File: src/rtl/dmem_arbiter.sv
// rtl/dmem_arbiter.sv - two-port (controller C, debug/loader D) arbiter for the single-port data memory
module dmem_arbiter #(
  parameter int ADDR_W    = 8,
  parameter int DATA_W    = 16,
  parameter int RD_LAT    = 1,
  parameter int MAX_BURST = 8
) (
  input  logic              clock,
  input  logic              reset,
  input  logic              prio_fixed,
  input  logic              c_req,
  input  logic              c_we,
  input  logic [ADDR_W-1:0] c_addr,
  input  logic [DATA_W-1:0] c_wdata,
  output logic              c_gnt,
  output logic              c_rvalid,
  output logic [DATA_W-1:0] c_rdata,
  input  logic              d_req,
  input  logic              d_we,
  input  logic [ADDR_W-1:0] d_addr,
  input  logic [DATA_W-1:0] d_wdata,
  input  logic              d_lock,
  output logic              d_gnt,
  output logic              d_rvalid,
  output logic [DATA_W-1:0] d_rdata,
  output logic [ADDR_W-1:0] mem_addr,
  output logic              mem_wr,
  output logic              mem_rd,
  output logic [DATA_W-1:0] mem_wdata,
  input  logic [DATA_W-1:0] mem_rdata,
  output logic [15:0]       conflict_cnt
);

  typedef enum logic [1:0] {IDLE, OWN_C, OWN_D} owner_t;

  owner_t            owner, owner_nxt;
  logic              last_d;
  logic [7:0]        burst_cnt;
  logic [RD_LAT-1:0] rd_v, rd_own_d;
  logic [DATA_W-1:0] c_rdata_q, d_rdata_q;
  logic              conflict;

  always_ff @(posedge clock) begin
    if (reset) owner <= IDLE;
    else       owner <= owner_nxt;
  end

  // Grant decision; while reset is high nothing is granted.
  always_comb begin
    c_gnt = 1'b0;
    d_gnt = 1'b0;
    if (!reset) begin
      if (prio_fixed) begin
        c_gnt = c_req;
        d_gnt = d_req && !c_req;
      end else if (owner == OWN_D && d_req && d_lock && burst_cnt < 8'(MAX_BURST)) begin
        d_gnt = 1'b1;
      end else if (c_req && d_req) begin
        c_gnt = last_d;
        d_gnt = !last_d;
      end else begin
        c_gnt = c_req;
        d_gnt = d_req;
      end
    end
    owner_nxt = c_gnt ? OWN_C : (d_gnt ? OWN_D : IDLE);
  end

  always_comb begin
    mem_wr    = (c_gnt && c_we) || (d_gnt && d_we);
    mem_rd    = (c_gnt && !c_we) || (d_gnt && !d_we);
    mem_addr  = c_gnt ? c_addr  : (d_gnt ? d_addr  : '0);
    mem_wdata = c_gnt ? c_wdata : (d_gnt ? d_wdata : '0);
  end

  assign conflict = (c_req && !c_gnt) || (d_req && !d_gnt);

  always_ff @(posedge clock) begin
    if (reset) begin
      last_d       <= 1'b1;
      burst_cnt    <= 8'd0;
      conflict_cnt <= 16'd0;
    end else begin
      if (c_gnt)      last_d <= 1'b0;
      else if (d_gnt) last_d <= 1'b1;
      if (c_gnt || !c_req)               burst_cnt <= 8'd0;
      else if (d_gnt && burst_cnt != 8'hFF) burst_cnt <= burst_cnt + 8'd1;
      if (conflict && conflict_cnt != 16'hFFFF) conflict_cnt <= conflict_cnt + 16'd1;
    end
  end

  // Owner shift register: tags each issued read with its requester.
  always_ff @(posedge clock) begin
    if (reset) begin
      rd_v     <= '0;
      rd_own_d <= '0;
    end else begin
      rd_v[0]     <= mem_rd;
      rd_own_d[0] <= d_gnt;
      for (int i = 1; i < RD_LAT; i++) begin
        rd_v[i]     <= rd_v[i-1];
        rd_own_d[i] <= rd_own_d[i-1];
      end
    end
  end

  assign c_rvalid = !reset && rd_v[RD_LAT-1] && !rd_own_d[RD_LAT-1];
  assign d_rvalid = !reset && rd_v[RD_LAT-1] &&  rd_own_d[RD_LAT-1];

  always_ff @(posedge clock) begin
    if (reset) begin
      c_rdata_q <= '0;
      d_rdata_q <= '0;
    end else begin
      if (c_rvalid) c_rdata_q <= mem_rdata;
      if (d_rvalid) d_rdata_q <= mem_rdata;
    end
  end

  assign c_rdata = c_rvalid ? mem_rdata : c_rdata_q;
  assign d_rdata = d_rvalid ? mem_rdata : d_rdata_q;

endmodule

File: config.mk
export PLATFORM = sky130hd
export DESIGN_NAME = dmem_arbiter
export DESIGN_NICKNAME = d
export VERILOG_FILES = /design/src/rtl/dmem_arbiter.sv
export SDC_FILE = /design/constraint.sdc
export NUM_CORES = 1
export LEC_CHECK = 0
export CORE_UTILIZATION = 41
export CTS_BUF_LIST = sky130_fd_sc_hd__clkbuf_2
export CTS_CLUSTER_DIAMETER = 120
export DETAILED_ROUTE_END_ITERATION = 8
export PLACE_DENSITY = 0.85
export SLEW_MARGIN = 40
export SYNTH_ARGS = -nofsm -noshare
export SYNTH_HDL_FRONTEND = slang
export SYNTH_SLANG_ARGS = --single-unit
File: constraint.sdc
create_clock -name clock -period 2.9 [get_ports clock]
set_input_delay 0.725 -clock clock [delete_from_list [all_inputs] [get_ports clock]]
set_output_delay 0.725 -clock clock [all_outputs]
set_load 0.005 [all_outputs]
==> reports/results.txt, run 1 <==
Status: complete, but fails checks
Failing checks: negative setup slack
Routed len/inst: 15.0 µm
Int Pwr: 1170 µW
Die extent in y: 87.2 µm
CP startpoint kind: primary input
Syn Nets: 408
Slew Viols, Final: 0
GRT Total Usage: 24.0%
Clk pin slew, worst setup/hold paths: 0.15 ns
Drt total wl: 9.17 mm
CP endpoint kind: output pin
Psw: 431 µW
Clock buffer depth: 2
Max stage delay cell, worst path: clkdlybuf4s50_1
Crit path arrival time: 2.18 ns
DIE AREA: 7600 µm²
Initial Utilization: 43.1%
Min cycle time layout: 2.90 ns
Maxcap violations: 0
Sequential share of power: 53.9%
Gate power share: 21.6%
Setup Skew: 0.0155 ns
Period utilisation layout: 100%
Crit Path Category: in -> out
Pwr per Cell Area: 327 nW/µm²
Initial drt markers: 130
Global route total overflow: 0
Fmax: 344 MHz
ANT cells: 0
Setup TNS: -0.00752 ns
Post-synth EDFFs: 0
RSZ-0062 raised after global routing: true
Ys flop type: dfxtp_1
Share of cells above drive strength 1: 21.3%
Placed inst area: 4700 µm²
HPWL Detailed: 6.63 mm
Fin cells: 613
Filler instances: 565
Worst path required time: 2.17 ns
Largest net degree at the start of global routing: 39
CTS root buf: clkbuf_2
Rel. slew slack: 63.9%
Final ANT Viol Nets: 0
Post-Syn Area per Cell: 8.91 µm²
Seq/Total Area, Yosys: 41.0%
H-Tree Depth: 3
Switching share of power: 27.0%
# IOs: 150
First-pass GRT wire length: 14.1 mm
Syn Inst Count: 334
Worst VDD drop: 0.194 mV
Most frequent cells in the layout: clkdlybuf4s50_1 (103), nand2_1 (60), dfxtp_1 (55)
Die width: 87.2 µm
Cell count after placement: 584
Final GP Congestion: 0.835
Slowest cell delay on critical path: 0.43 ns
# setup viols final: 2
Area growth syn-to-layout: 64.1%
CP Cell Sequence: clkdlybuf4s50_1 -> buf_4 -> nor3_4 -> nor2_4 -> buf_12 -> a22o_1 -> buf_2
WL met3: 360 µm
Slew @ Worst Pin: 0.537 ns
Wl on met1: 4.04 mm
Input/output buffers: 149
YS warnings: 0
Pre-antenna DRT Iters: 5
Cell variety after synth: 48
Pleak: 0.00224 µW
Largest cells by area after synthesis: dfxtp_1 (41%), nand2_1 (7.6%), a22o_1 (7.4%)
CP Max Fanout: 7
CTS tree: done
Commonest non-fill, non-tap cell in the layout: clkdlybuf4s50_1
Share of synthesized flip-flops with an asynchronous set or reset: 0%
Num CTS Buffers: 9
Synth area leader: dfxtp_1
Worst setup margin: -0.00401 ns
Synth Register Bits: 61
Core area: 6910 µm²
Final Instance Area: 4880 µm²
Met2 wire len: 4.71 mm
Final Util: 70.7%
Clock power frac: 24.5%
HP Class: reg -> reg
Endpoints failing hold: 0
Core Rows: 30
Number of global-route vias before repair: 2872
Post-layout nets: 587
Via count: 3106
Area share of the largest cell type after synthesis: 41.0%
Post-route DRC: 0
Clock Latency Late Sink: 0.45 ns
Initial antenna violation count: 0
Mapped cell area: 2980 µm²
Clk sinks: 61
Max layer used: met4
Post-DR vias/cell: 5.07
cell usage after synthesis (all sizes together) (3+ instances only):
cell,instances
a21o,3
a21oi,6
a22o,25
buf,7
clkbuf,8
dfxtp,61
inv,6
mux2,16
mux2i,3
nand2,61
nand2b,4
nand3,9
nand4,7
nor2,20
nor2b,33
nor3,11
nor4,7
o21ai,6
xnor2,11
what timing repair did:
item	4_1_cts	5_1_grt
cloned	2	1
pin swaps	22	12
buffers inserted	9	3
hold endpoints to repair	0	0
gates resized for setup	116	28
endpoints found under the setup margin	46	33
hold buffers	0	0
power by group through the flow:
stage	logic (µW)	registers [µW]	clock network, µW
floorplan	111	880	0
global placement	336	881	0
detailed placement	341	881	0
CTS	339	863	408
global route	365	865	443
finish	345	862	392
per-layer routing:
| metal | global-route usage [%] | vias up |
|---|---|---|
| met3 | 5.78 | 9 |
| met4 | 5.07 | 0 |
| met1 | 29.9 | 1476 |
| met5 | 0 | - |
| li1 | - | 1540 |
| met2 | 41.9 | 81 |
path summary, 6_finish.rpt:
check | from | slack [ns] | depth (start not counted) | to
setup / recovery | prio_fixed | -0.004 | 7 | mem_addr[6]
hold / removal | burst_cnt[7]$_SDFFE_PP0P_ | 0.50 | 1 | burst_cnt[7]$_SDFFE_PP0P_
setup reg to reg | burst_cnt[7]$_SDFFE_PP0P_ | 0.73 | 9 | burst_cnt[4]$_SDFFE_PP0P_
hold reg to reg | burst_cnt[7]$_SDFFE_PP0P_ | 0.50 | 1 | burst_cnt[7]$_SDFFE_PP0P_
state kept, by name, summed over array words and instances (netlist names):
name          flops
burst_cnt         8
c_rdata_q        16
owner             2
d_rdata_q        16
rd_v              1
last_d            1
rd_own_d          1
conflict_cnt     16
per-stage QoR:
step                      setup slack (ns)  hold slack, ns  power, µW
final                             -0.00401           0.501       1600
after detailed placement            -0.452           0.496       1220
after global placement              -0.439           0.481       1220
after global routing               -0.0775           0.519       1670
after floorplan                      0.268           0.467        990
after CTS                          -0.0502           0.516       1610
critical path: cells and delay by family:
| kind | cells | cell delay, ns |
|---|---|---|
| AO/OA/AOI/OAI | 1 | 0.22 |
| buffers and inverters | 4 | 0.89 |
| AND/OR/NAND/NOR | 2 | 0.36 |
kinds of logic (layout without fill, tap and decap cells):
logic type,Yosys count,in the layout,synth area share [%]
mux,19,19,7.06
buf+inv,22,203,3.24
flops,61,61,41.0
simple gates,168,170,31.0
compound gates,48,48,12.7
xor+xnor,13,13,3.83
fa+ha+maj,3,3,1.18
area by class of cell:
cell class              count  area [µm²]  area share, %
multi-input cells         253        1710           35.1
repair buffers            181        1710           35.0
flip-flops and latches     61        1230           25.3
well taps                  96         120           2.46
clock buffers               9        45.0          0.922
clock inverters             6        31.3          0.640
inverters                   7        30.0          0.615
No activity file was read; power rests on OpenSTA's default activity.
==> run 2: changes to the inputs <==
- CTS_BUF_LIST: sky130_fd_sc_hd__clkbuf_2 -> sky130_fd_sc_hd__clkbuf_8
- HOLD_SLACK_MARGIN: unset -> 0.05
==> reports/results.txt, run 2 (synthesized netlist as in run 1, its figures left out) <==
Status: complete, no violations
Die width: 87.2 µm (unchanged)
WP buf/inv: 3 (-1)
Most frequent cells in the layout: clkdlybuf4s50_1 (114), dfxtp_1 (61), nand2_1 (60)
Global route total overflow: 0 (unchanged)
HP Class: reg -> reg
Largest regs: c_rdata_q x16, conflict_cnt x16, d_rdata_q x16
# IOs: 150 (unchanged)
Crit Path Category: in -> out
Delay-heaviest family, CP: buffers and inverters
Clk sinks: 61 (unchanged)
Max stage delay cell, worst path: clkdlybuf4s50_1
Initial antenna violation count: 0 (unchanged)
HPWL Detailed: 6.63 mm (unchanged)
ANT cells: 0 (unchanged)
Clock power frac: 35.2% (+11 points)
Maxcap violations: 0 (unchanged)
CTS tree: done
Slew Viols, Final: 0 (unchanged)
Switching share of power: 23.9% (-3.1 points)
Psw: 446 µW (+3.4%)
CTS root buf: clkbuf_8
Share of cells above drive strength 1: 19.4% (-1.9 points)
Slew @ Worst Pin: 0.513 ns (-0.0235 ns)
CP startpoint kind: primary input
Cell count after placement: 584 (unchanged)
CP endpoint kind: output pin
Dpl ws: -0.452 ns (unchanged)
Endpoints failing hold: 0 (unchanged)
Pre-antenna DRT Iters: 4 (-1)
H-Tree Depth: 3 (unchanged)
First-pass GRT wire length: 14.2 mm (+0.49%)
# setup viols final: 0 (-2)
Input/output buffers: 149 (unchanged)
Slowest cell delay on critical path: 0.47 ns (+0.04 ns)
Crit path arrival time: 2.12 ns (-0.06 ns)
Int Pwr: 1420 µW (+22%)
Clock Latency Late Sink: 0.33 ns (-0.12 ns)
Min cycle time layout: 2.84 ns (-0.0602 ns)
CP Max Fanout: 9 (+2)
Commonest non-fill, non-tap cell in the layout: clkdlybuf4s50_1
Filler instances: 569 (+0.71%)
Rel. slew slack: 65.5% (+1.6 points)
Final GP Congestion: 0.835 (unchanged)
Initial Utilization: 43.1% (unchanged)
Routed len/inst: 14.8 µm (-1.4%)
Post-route DRC: 0 (unchanged)
Gate power share: 18.6% (-3.0 points)
Pleak: 0.00205 µW (-8.5%)
Hold_ws: 0.505 ns (+0.00405 ns)
Pwr per Cell Area: 377 nW/µm² (+15%)
Sequential cell area: 1220 µm² (-1.0%)
Total chip power: 1860 µW (+17%)
Period utilisation layout: 98.1% (-2.1 points)
Clk pin slew, worst setup/hold paths: 0.06 ns (-0.09 ns)
Sequential share of power: 46.3% (-7.6 points)
Fmax: 352 MHz (+2.1%)
Core Rows: 30 (unchanged)
Initial drt markers: 100 (-23%)
GRT Total Usage: 24.2% (+0.27 points)
Final ANT Viol Nets: 0 (unchanged)
Worst setup margin: 0.0562 ns (+0.0602 ns)
Via count: 3046 (-1.9%)
Worst path required time: 2.17 ns (about the same)
Setup Skew: 0.00721 ns (-0.00825 ns)
Setup TNS: 0 ns (+0.00752 ns)
DIE AREA: 7600 µm² (unchanged)
Post-layout nets: 585 (-0.34%)
Largest net degree at the start of global routing: 39 (unchanged)
Number of global-route vias before repair: 2874 (+0.070%)
Worst VDD drop: 0.287 mV (+48%)
Post-DR vias/cell: 4.99 (-1.6%)
Area growth syn-to-layout: 66.3%
Multi-input logic area: 1710 µm² (unchanged)
Num CTS Buffers: 9 (unchanged)
Die extent in y: 87.2 µm (unchanged)
Drt total wl: 9.02 mm (-1.7%)
Clock buffer depth: 2 (unchanged)
CP Cell Sequence: buf_2 -> nor3b_4 -> buf_6 -> mux2_2 -> clkdlybuf4s50_1
Core area: 6910 µm² (unchanged)
Fin cells: 611 (-0.33%)
[run 2: timing repair]
action                                  4_1_cts  5_1_grt
hold endpoints to repair                      0        0
endpoints found under the setup margin       46       39
resized for setup                           107       11
buffers inserted                             10        1
gates cloned                                  2        0
hold buffers                                  0        0
pin swaps                                    19        5
[run 2: metrics by stage]
step / area, µm² / util [%]
3_5_place_dp: 4700 / 68.1
3_3_place_gp: 4700 / 68.1
5_1_grt: 4950 / 71.7
4_1_cts: 4900 / 70.9
2_1_floorplan: 2980 / -
6_report: 4950 / 71.7
[run 2: tightest hold or removal path: cells and delay by family, from the launching register on]
kind           cells  cell delay [ns]
flip-flops         1             0.32
AO/OA/AOI/OAI      2             0.14
[run 2: power groups by stage]
stage	logic, µW	clock network, µW	registers, µW
finish	346	656	863
global route	368	710	865
CTS	339	679	863
detailed placement	341	0	881
global placement	336	0	881
floorplan	111	0	880
[run 2: layout make-up]
cell class / instances / share of cell area, %
clock buffers: 11 / 3.06
clock inverters: 4 / 0.480
inverters: 7 / 0.607
multi-input cells: 253 / 34.6
flip-flops and latches: 61 / 24.7
well taps: 96 / 2.43
repair buffers: 179 / 34.1
[run 2: final timing paths]
check | from | cells past startpoint | endpoint | slack (ns)
setup / recovery | reset | 5 | c_rdata[4] | 0.06
hold / removal | burst_cnt[1]$_SDFFE_PP0P_ | 2 | burst_cnt[1]$_SDFFE_PP0P_ | 0.50
setup reg to reg | burst_cnt[7]$_SDFFE_PP0P_ | 10 | burst_cnt[4]$_SDFFE_PP0P_ | 0.62
hold reg to reg | burst_cnt[1]$_SDFFE_PP0P_ | 2 | burst_cnt[1]$_SDFFE_PP0P_ | 0.50
[run 2: per-layer routing]
metal  part of all wire, %  up-vias  track usage [%]
met2                    51       63             43.0
met4                  0.68        0             6.26
met3                   4.0        8             5.31
met5                     0        -                0
met1                    44     1448             29.6
li1                      -     1527                -
